**config.mk**
```make
export PLATFORM = sky130hd
export DESIGN_NAME = piso_serial_tx_flat
export DESIGN_NICKNAME = d
export VERILOG_FILES = /design/src/rtl/piso_serial_tx_pkg.sv /design/src/rtl/piso_serial_tx_if.sv /design/src/rtl/msi_down_counter.sv /design/src/rtl/piso_serial_tx.sv /design/src/flat_wrapper.sv
export SDC_FILE = /design/constraint.sdc
export NUM_CORES = 1
export LEC_CHECK = 0
export CAP_MARGIN = 25
export CORE_AREA = 2 2 44 46
export CTS_CLUSTER_DIAMETER = 50
export DETAILED_ROUTE_END_ITERATION = 7
export DIE_AREA = 0 0 46 48
export GPL_ROUTABILITY_DRIVEN = 0
export PLACE_DENSITY = 0.69
export SKIP_CTS_REPAIR_TIMING = 1
export SLEW_MARGIN = 10
export SYNTH_ARGS = -nofsm -noshare
export SYNTH_HDL_FRONTEND = slang
export SYNTH_HIERARCHICAL = 1
export SYNTH_SLANG_ARGS = --single-unit
```
**constraint.sdc**
```tcl
create_clock -name clk -period 1.95 [get_ports clk]
set_input_delay 0.2925 -clock clk [delete_from_list [all_inputs] [get_ports clk]]
set_output_delay 0.2925 -clock clk [all_outputs]
set_load 0.02 [all_outputs]
```
**src/rtl/piso_serial_tx_pkg.sv**
```systemverilog
// Shared MSI package: frame state encoding and counter-width helper for the serial link.
package piso_serial_tx_pkg;

    typedef enum logic [1:0] {
        ST_IDLE   = 2'd0,
        ST_SHIFT  = 2'd1,
        ST_PARITY = 2'd2
    } msi_state_e;

    // Smallest counter width able to hold WIDTH-1 (minimum one bit).
    function automatic int unsigned msi_cnt_w(input int unsigned width);
        int unsigned w;
        w = 1;
        while ((64'd1 << w) < 64'(width)) begin
            w = w + 1;
        end
        return w;
    endfunction

endpackage

```
**src/rtl/piso_serial_tx_if.sv**
```systemverilog
// Load handshake and serial frame signals of the PISO transmitter.
interface piso_serial_tx_if #(
    parameter int unsigned WIDTH = 8
);
    logic             load_valid;
    logic             load_ready;
    logic [WIDTH-1:0] data_in;
    logic             ser_out;
    logic             ser_valid;
    logic             frame_start;
    logic             frame_end;
    logic             busy;

    modport master (
        output load_valid, data_in,
        input  load_ready, ser_out, ser_valid, frame_start, frame_end, busy
    );

    modport slave (
        input  load_valid, data_in,
        output load_ready, ser_out, ser_valid, frame_start, frame_end, busy
    );
endinterface

```
**src/rtl/msi_down_counter.sv**
```systemverilog
// Loadable down counter with synchronous reset and a zero flag; holds the frame bit count.
module msi_down_counter #(
    parameter int unsigned CNT_W = 3
) (
    input  logic             clk,
    input  logic             sync_reset,
    input  logic             load,
    input  logic [CNT_W-1:0] load_val,
    input  logic             dec,
    output logic [CNT_W-1:0] count,
    output logic             zero_c
);
    logic [CNT_W-1:0] count_q, count_d;

    always_comb begin
        count_d = count_q;
        if (load) begin
            count_d = load_val;
        end else if (dec) begin
            count_d = count_q - CNT_W'(1);
        end
    end

    always_ff @(posedge clk) begin
        if (sync_reset) begin
            count_q <= '0;
        end else begin
            count_q <= count_d;
        end
    end

    assign count  = count_q;
    assign zero_c = (count_q == '0);
endmodule

```
**src/rtl/piso_serial_tx.sv**
```systemverilog
// Parallel-in serial-out transmitter, MSB first, with frame strobes.
// Define PISO_PARITY_EN to append an even-parity bit cycle to every frame.
module piso_serial_tx
    import piso_serial_tx_pkg::*;
#(
    parameter int unsigned WIDTH = 8
) (
    input logic              clk,
    input logic              sync_reset,
    piso_serial_tx_if.slave  bus
);
    localparam int unsigned      CNT_W    = msi_cnt_w(WIDTH);
    localparam logic [CNT_W-1:0] CNT_LAST = CNT_W'(WIDTH - 1);

    msi_state_e       state_q, state_d;
    logic [WIDTH-1:0] sr_q, sr_d;
    logic             ser_out_q, ser_out_d;
    logic             ser_valid_q, ser_valid_d;
    logic             frame_start_q, frame_start_d;
    logic             frame_end_q, frame_end_d;
    logic             busy_q, busy_d;
`ifdef PISO_PARITY_EN
    logic             par_q, par_d;
`endif

    logic [CNT_W-1:0] cnt;
    logic             cnt_zero_c;
    logic             cnt_dec_c;
    logic             last_bit_c;
    logic             load_ready_c;
    logic             load_acc_c;

    // Final bit cycle of a frame is where the next word may be taken.
`ifdef PISO_PARITY_EN
    assign last_bit_c = (state_q == ST_PARITY);
`else
    assign last_bit_c = (state_q == ST_SHIFT) && cnt_zero_c;
`endif

    assign load_ready_c = (state_q == ST_IDLE) || last_bit_c;
    assign load_acc_c   = bus.load_valid && load_ready_c && !sync_reset;
    assign cnt_dec_c    = (state_q == ST_SHIFT) && !cnt_zero_c;

    msi_down_counter #(
        .CNT_W(CNT_W)
    ) u_bit_cnt (
        .clk       (clk),
        .sync_reset(sync_reset),
        .load      (load_acc_c),
        .load_val  (CNT_LAST),
        .dec       (cnt_dec_c),
        .count     (cnt),
        .zero_c    (cnt_zero_c)
    );

    always_comb begin
        state_d       = state_q;
        sr_d          = sr_q;
        ser_out_d     = 1'b0;
        ser_valid_d   = 1'b0;
        frame_start_d = 1'b0;
        frame_end_d   = 1'b0;
        busy_d        = 1'b0;
`ifdef PISO_PARITY_EN
        par_d         = par_q;
`endif

        case (state_q)
            ST_IDLE: begin
                if (load_acc_c) state_d = ST_SHIFT;
            end
            ST_SHIFT: begin
                if (!cnt_zero_c) begin
                    state_d = ST_SHIFT;
                end else begin
`ifdef PISO_PARITY_EN
                    state_d = ST_PARITY;
`else
                    state_d = load_acc_c ? ST_SHIFT : ST_IDLE;
`endif
                end
            end
`ifdef PISO_PARITY_EN
            ST_PARITY: begin
                state_d = load_acc_c ? ST_SHIFT : ST_IDLE;
            end
`endif
            default: state_d = ST_IDLE;
        endcase

        // Outputs are computed for the cycle after this edge.
        if (load_acc_c) begin
            sr_d = WIDTH'(bus.data_in);
`ifdef PISO_PARITY_EN
            par_d = ^bus.data_in;
`endif
        end else if (state_q == ST_SHIFT) begin
            sr_d = {sr_q[WIDTH-2:0], 1'b0};
        end

        ser_valid_d   = (state_d != ST_IDLE);
        busy_d        = (state_d != ST_IDLE);
        frame_start_d = load_acc_c;

        if (state_d == ST_SHIFT) begin
            ser_out_d = sr_d[WIDTH-1];
        end
`ifdef PISO_PARITY_EN
        else if (state_d == ST_PARITY) begin
            ser_out_d = par_d;
        end
        frame_end_d = (state_q == ST_SHIFT) && cnt_zero_c;
`else
        frame_end_d = (state_q == ST_SHIFT) && (cnt == CNT_W'(1));
`endif
    end

    always_ff @(posedge clk) begin
        if (sync_reset) begin
            state_q       <= ST_IDLE;
            sr_q          <= '0;
            ser_out_q     <= 1'b0;
            ser_valid_q   <= 1'b0;
            frame_start_q <= 1'b0;
            frame_end_q   <= 1'b0;
            busy_q        <= 1'b0;
`ifdef PISO_PARITY_EN
            par_q         <= 1'b0;
`endif
        end else begin
            state_q       <= state_d;
            sr_q          <= sr_d;
            ser_out_q     <= ser_out_d;
            ser_valid_q   <= ser_valid_d;
            frame_start_q <= frame_start_d;
            frame_end_q   <= frame_end_d;
            busy_q        <= busy_d;
`ifdef PISO_PARITY_EN
            par_q         <= par_d;
`endif
        end
    end

    assign bus.load_ready  = load_ready_c;
    assign bus.ser_out     = ser_out_q;
    assign bus.ser_valid   = ser_valid_q;
    assign bus.frame_start = frame_start_q;
    assign bus.frame_end   = frame_end_q;
    assign bus.busy        = busy_q;
endmodule

```
**src/flat_wrapper.sv**
```systemverilog
// flat-port wrapper written by rule: the top's interface ports become plain ports
module piso_serial_tx_flat import piso_serial_tx_pkg::*;
#(
    parameter int unsigned WIDTH = 8
)
  (clk, sync_reset, bus_load_valid, bus_data_in, bus_load_ready, bus_ser_out, bus_ser_valid, bus_frame_start, bus_frame_end, bus_busy);
  piso_serial_tx_if #(.WIDTH(WIDTH)) bus_i ();
  input logic clk;
  input logic sync_reset;
  input wire logic [$bits(bus_i.load_valid)-1:0] bus_load_valid;
  input wire logic [$bits(bus_i.data_in)-1:0] bus_data_in;
  output wire logic [$bits(bus_i.load_ready)-1:0] bus_load_ready;
  output wire logic [$bits(bus_i.ser_out)-1:0] bus_ser_out;
  output wire logic [$bits(bus_i.ser_valid)-1:0] bus_ser_valid;
  output wire logic [$bits(bus_i.frame_start)-1:0] bus_frame_start;
  output wire logic [$bits(bus_i.frame_end)-1:0] bus_frame_end;
  output wire logic [$bits(bus_i.busy)-1:0] bus_busy;
  assign bus_i.load_valid = bus_load_valid;
  assign bus_i.data_in = bus_data_in;
  assign bus_load_ready = bus_i.load_ready;
  assign bus_ser_out = bus_i.ser_out;
  assign bus_ser_valid = bus_i.ser_valid;
  assign bus_frame_start = bus_i.frame_start;
  assign bus_frame_end = bus_i.frame_end;
  assign bus_busy = bus_i.busy;
  piso_serial_tx #(.WIDTH(WIDTH)) u_core (.clk(clk), .sync_reset(sync_reset), .bus(bus_i));
endmodule
```
==> run_results.csv, run 1 <==
group,metric,value,unit
grt,antenna_found_initial,0,
critical_path,cp.required,1660,ps
layout,drive_gt1_share,14.3,%
critical_path,end_kind,"primary output",
floorplanning,die_x,46,µm
detailed_routing,drt-pass1-iter-count,4,
timing,setup_violations,0,
synthesis,ys_warn_count,6,
synthesis,synth.avg_cell_area,8.65,µm²
pwr,power.density,663,nW/µm²
timing,period_share,92.1,%
timing,hold_viol,0,
synthesis,synth_top_area_share,43.2,%
place,dpl.hpwl,1050,µm
place,portBuffers,16,
cts,cts.clk_slew.worst_paths,90,ps
synthesis,synth_edf_count,0,
synthesis,yosys.area.top_type,"dfxtp_1",
synthesis,ys_types,29,
cts,cts_max_path_buffers,2,
detailed_routing,via_per_inst,5.04,
layout,syn_to_final_growth,28.0,%
grt,grt_pass1_vias,589,
synthesis,async_flop_share,0,%
critical_path,criticalPathCategory,"flop to primary output",
floorplanning,start_util,46.6,%
synthesis,synth.most_common_cell,"dfxtp_1",
detailed_routing,dr_total_vias,650,
grt,grt_pass1_wl,2480,µm
critical_path,startpoint_type,"flop",
cts,cts_buffers,3,
synthesis,ys_top_cells_by_area,"dfxtp_1, a311oi_1, nand2_1",
cts,htreeDepth,1,
critical_path,cp_max_fo,4,
detailed_routing,routed_wl,1500,µm
cts,cts_tree,"yes",
timing,period_needed,1800,ps
floorplanning,die_y,48,µm
status,status,"completed",
detailed_routing,drcViolationCount,0,
critical_path,crit_arrival,1500,ps
timing,rsz0062_at_grt,"false",
layout,layout.nets,126,
synthesis,syn_area,787,µm²
detailed_routing,wl_per_cell,11.6,µm
layout,n_antenna_cell,0,
layout,fin_area,1010,µm²
detailed_routing,first_iter_violations,10,
floorplanning,rows,15,
floorplanning,ios,17,
timing,drv_slew,0,
grt,grt_max_degree,11,
layout,final_util,59.6,%
grt,grt.total_usage,16.1,%
floorplanning,core,1690,µm²
timing,max_freq,0.557,GHz
cts,insertion_delay,290,ps
place,dpl_cell_area,975,µm²
floorplanning,die_area,2210,µm²
pwr,leakagePower,0.394,nW
job,max_cap_violations,0,
cts,cts-root-buf,"clkbuf_4",
synthesis,synth_cells,91,
place,pre_cts_ws,84.0,ps
detailed_routing,ant_nets,0,
synthesis,synth_common_cells,"dfxtp_1, nand2_1, nor3_1",
timing,setup_ws,153,ps
grt,grt_overflow,0,
timing,finClkSkew,12.2,ps
synthesis,ys_seq_area_share,43.2,%
synthesis,ys_ff_latch,17,
synthesis,ys.flop_type,"dfxtp_1",
pwr,vdd_drop_max,0.000461,V
hold_path,hold_class,"flop to flop",
cts,cts_sinks,17,
[final timing paths]
check | start | to | slack, ps | cells after the start
worst max-delay path | u_core/u_bit_cnt/count[1] | bus_load_ready | 150 | 6
worst min-delay path | u_core/u_bit_cnt/count[1] | u_core/bus.frame_end | 460 | 1
worst max register to register | u_core/u_bit_cnt/count[1] | u_core/u_bit_cnt/count[2] | 190 | 8
worst min register to register | u_core/u_bit_cnt/count[1] | u_core/bus.frame_end | 460 | 1
[kinds of logic after synthesis]
kind of cell | synth area share, %
XOR/XNOR | 1.11
flip-flops | 43.2
AO/OA/AOI/OAI | 16.1
buffers and inverters | 8.74
adder cells (fa/ha/maj) | 3.18
AND/OR/NAND/NOR | 26.7
other | 0.954
[per-layer routing]
layer,global-route usage (%),vias up,wire (µm)
met5,0,-,0
met4,12.0,0,13
met3,2.26,2,70
met2,22.2,15,641
met1,22.5,285,770
li1,-,348,-
[final cells by class]
cell class	count	area, µm²
Clock buffer	3	22.5
Clock inverter	1	5.00
Multi-Input combinational cell	63	388
Sequential cell	17	340
Inverter	6	22.5
Timing Repair Buffer	22	208
Fill cell	152	682
Tap cell	17	21.3
[sequential cells by signal, indices dropped and copies added, names as in the netlist]
signal	flops
u_core/state_q	2
u_core/u_bit_cnt/count	3
u_core/bus.ser_out	1
u_core/bus.frame_start	1
u_core/sr_q	8
u_core/bus.busy	1
u_core/bus.frame_end	1
[metrics by stage]
stage | TNS (ps) | cells | hold slack, ps | power (mW)
after floorplan | 0 | 93 | 365 | 0.446
after global placement | 0 | 125 | 427 | 0.489
after detailed placement | 0 | 125 | 440 | 0.491
after CTS | -277 | 129 | 457 | 0.677
after global routing | 0 | 129 | 484 | 0.704
final | 0 | 129 | 455 | 0.668
[where the power goes]
group / leakage [nW] / internal (mW) / switching, mW
sequential: 0.140 / 0.367 / 0.0103
clock: 0.0177 / 0.0762 / 0.108
combinational: 0.237 / 0.0571 / 0.0497
[critical path, cell delays in order (launching register included)]
cell and delay, ps:
dfxtp_1 360, inv_1 50, ha_1 170, ha_1 200, nor2b_2 170, nor2_1 60, dlymetal6s2s_1 200
[cells in the final DEF, fill, tap and decap left out, types with 3 or more instances in the layout]
cell and count:
buf_4 6, inv_1 6, a311oi_1 7, nor2_1 7
dfxtp_1 17, conb_1 4, nor3_1 8, nand2_1 16
clkdlybuf4s50_1 15, clkbuf_4 3
Power figures use the tool's default switching activity.
==> run 2: changes to the inputs <==
Settings changed: MAX_ROUTING_LAYER set to met4.
==> run 2 against run 1 <==
Effect of this change:
- sequential power about the same
- clock skew decreased by 1.1 ps
- fmax about the same
- wire length increased by 0.67%
- clock power about the same
- core utilization unchanged
==> run_results.csv, run 2 (synthesis results as in run 1) <==
group,metric,value,unit
grt,grt_pass1_vias,590,
timing,setup_violations,0,
critical_path,critical_path.cell_chain,"inv_1 -> ha_1 -> ha_1 -> nor2b_2 -> nor2_1 -> dlymetal6s2s_1",
critical_path,crit_path_frequent_cell,"ha_1",
pwr,leakagePower,0.394,nW
floorplanning,rows,15,
pwr,p_sw_share,25.0,%
timing,finClkSkew,11.1,ps
pwr,intPower,0.500,mW
critical_path,crit_arrival,1510,ps
critical_path,cp_max_fo,4,
critical_path,cp.required,1660,ps
pwr,power.density,662,nW/µm²
pwr,comb_power_share,16.0,%
critical_path,crit_family,"adder cells",
layout,n_antenna_cell,0,
critical_path,max_stage_delay,360,ps
cts,insertion_delay,290,ps
pwr,vdd_drop_max,0.000458,V
layout,largest_reg_flops,8,
critical_path,critPathBufInv,2,
cts,cts-root-buf,"clkbuf_4",
layout,layout.nets,126,
timing,drv_slew,0,
detailed_routing,via_per_inst,5.00,
timing,max_freq,0.556,GHz
detailed_routing,drt-pass1-iter-count,4,
grt,antenna_found_initial,0,
grt,grt_overflow,0,
grt,grt.total_usage,16.6,%
cts,cts_sinks,17,
floorplanning,ios,17,
pwr,p_switching,0.167,mW
timing,period_needed,1800,ps
timing,rsz0062_at_grt,"false",
timing,hold_viol,0,
critical_path,criticalPathCategory,"flop to primary output",
pwr,pwr-share-seq,56.5,%
detailed_routing,first_iter_violations,17,
layout,drive_gt1_share,14.3,%
grt,grt_pass1_wl,2480,µm
cts,cts.clk_slew.worst_paths,90,ps
cts,cts_tree,"yes",
status,status,"completed",
layout,mostFrequentLayoutCells,"dfxtp_1, nand2_1, clkdlybuf4s50_1",
hold_path,hold_class,"flop to flop",
detailed_routing,ant_nets,0,
critical_path,crit_slowest_cell,"dfxtp_1",
place,portBuffers,16,
floorplanning,die_x,46,µm
pwr,clockPowerShare,27.5,%
critical_path,end_kind,"primary output",
job,max_cap_violations,0,
cts,cts_buffers,3,
floorplanning,die_y,48,µm
cts,htreeDepth,1,
timing,holdWs,455,ps
floorplanning,start_util,46.6,%
layout,final_common_cell,"dfxtp_1",
place,dpl.hpwl,1050,µm
cts,cts_max_path_buffers,2,
grt,grt_max_degree,11,
critical_path,startpoint_type,"flop",
layout,regMostFlops,"u_core/sr_q",
floorplanning,die_area,2210,µm²
timing,period_share,92.2,%
detailed_routing,dr_total_vias,645,
floorplanning,core,1690,µm²
detailed_routing,routed_wl,1510,µm
detailed_routing,wl_per_cell,11.7,µm
detailed_routing,drcViolationCount,0,
layout,final_util,59.6,%
layout,syn_to_final_growth,28.0,%
run 2: worst register-to-register path: cells and delay by family (launching register included):
family	cells	cell delay (ps)
flops	1	360
compound gates	1	250
fa+ha+maj	2	370
simple gates	4	630
buf+inv	1	50
run 2: metal layers:
| metal | global-route usage (%) | part of all wire (%) | wire, µm | vias up |
|---|---|---|---|---|
| met5 | - | 0 | 0 | - |
| met4 | 12.0 | 0.86 | 13 | 0 |
| li1 | - | - | - | 348 |
| met1 | 22.5 | 51 | 764 | 280 |
| met3 | 2.26 | 5.1 | 77 | 2 |
| met2 | 22.2 | 43 | 651 | 15 |
run 2: layout make-up:
class / count / area, µm²
Tap cell: 17 / 21.3
Clock buffer: 3 / 22.5
Clock inverter: 1 / 5.00
Fill cell: 152 / 682
Sequential cell: 17 / 340
Multi-Input combinational cell: 63 / 388
Inverter: 6 / 22.5
Timing Repair Buffer: 22 / 208
run 2: per-stage QoR:
stage               TNS, ps  power, mW  instances  setup slack, ps  area [µm²]
finish                    0      0.667        129              152        1010
global placement          0      0.489        125              107         975
detailed placement        0      0.491        125             84.0         975
floorplan                 0      0.446         93              171         795
CTS                    -277      0.677        129             -277        1000
global route              0      0.704        129             2.19        1010
run 2: power groups by stage:
stage	Combinational, mW	Clock [mW]	Sequential, mW
CTS	0.107	0.194	0.377
floorplan	0.0604	0	0.386
global placement	0.105	0	0.384
finish	0.107	0.183	0.377
detailed placement	0.106	0	0.384
global route	0.119	0.206	0.379
run 2: path summary, 6_finish.rpt:
path	startpoint	endpoint	slack [ps]	cells after the start
setup reg to reg	u_core/u_bit_cnt/count[1]	u_core/u_bit_cnt/count[2]	190	8
hold reg to reg	u_core/u_bit_cnt/count[1]	u_core/bus.frame_end	460	1
setup / recovery	u_core/u_bit_cnt/count[1]	bus_load_ready	150	6
hold / removal	u_core/u_bit_cnt/count[1]	u_core/bus.frame_end	460	1
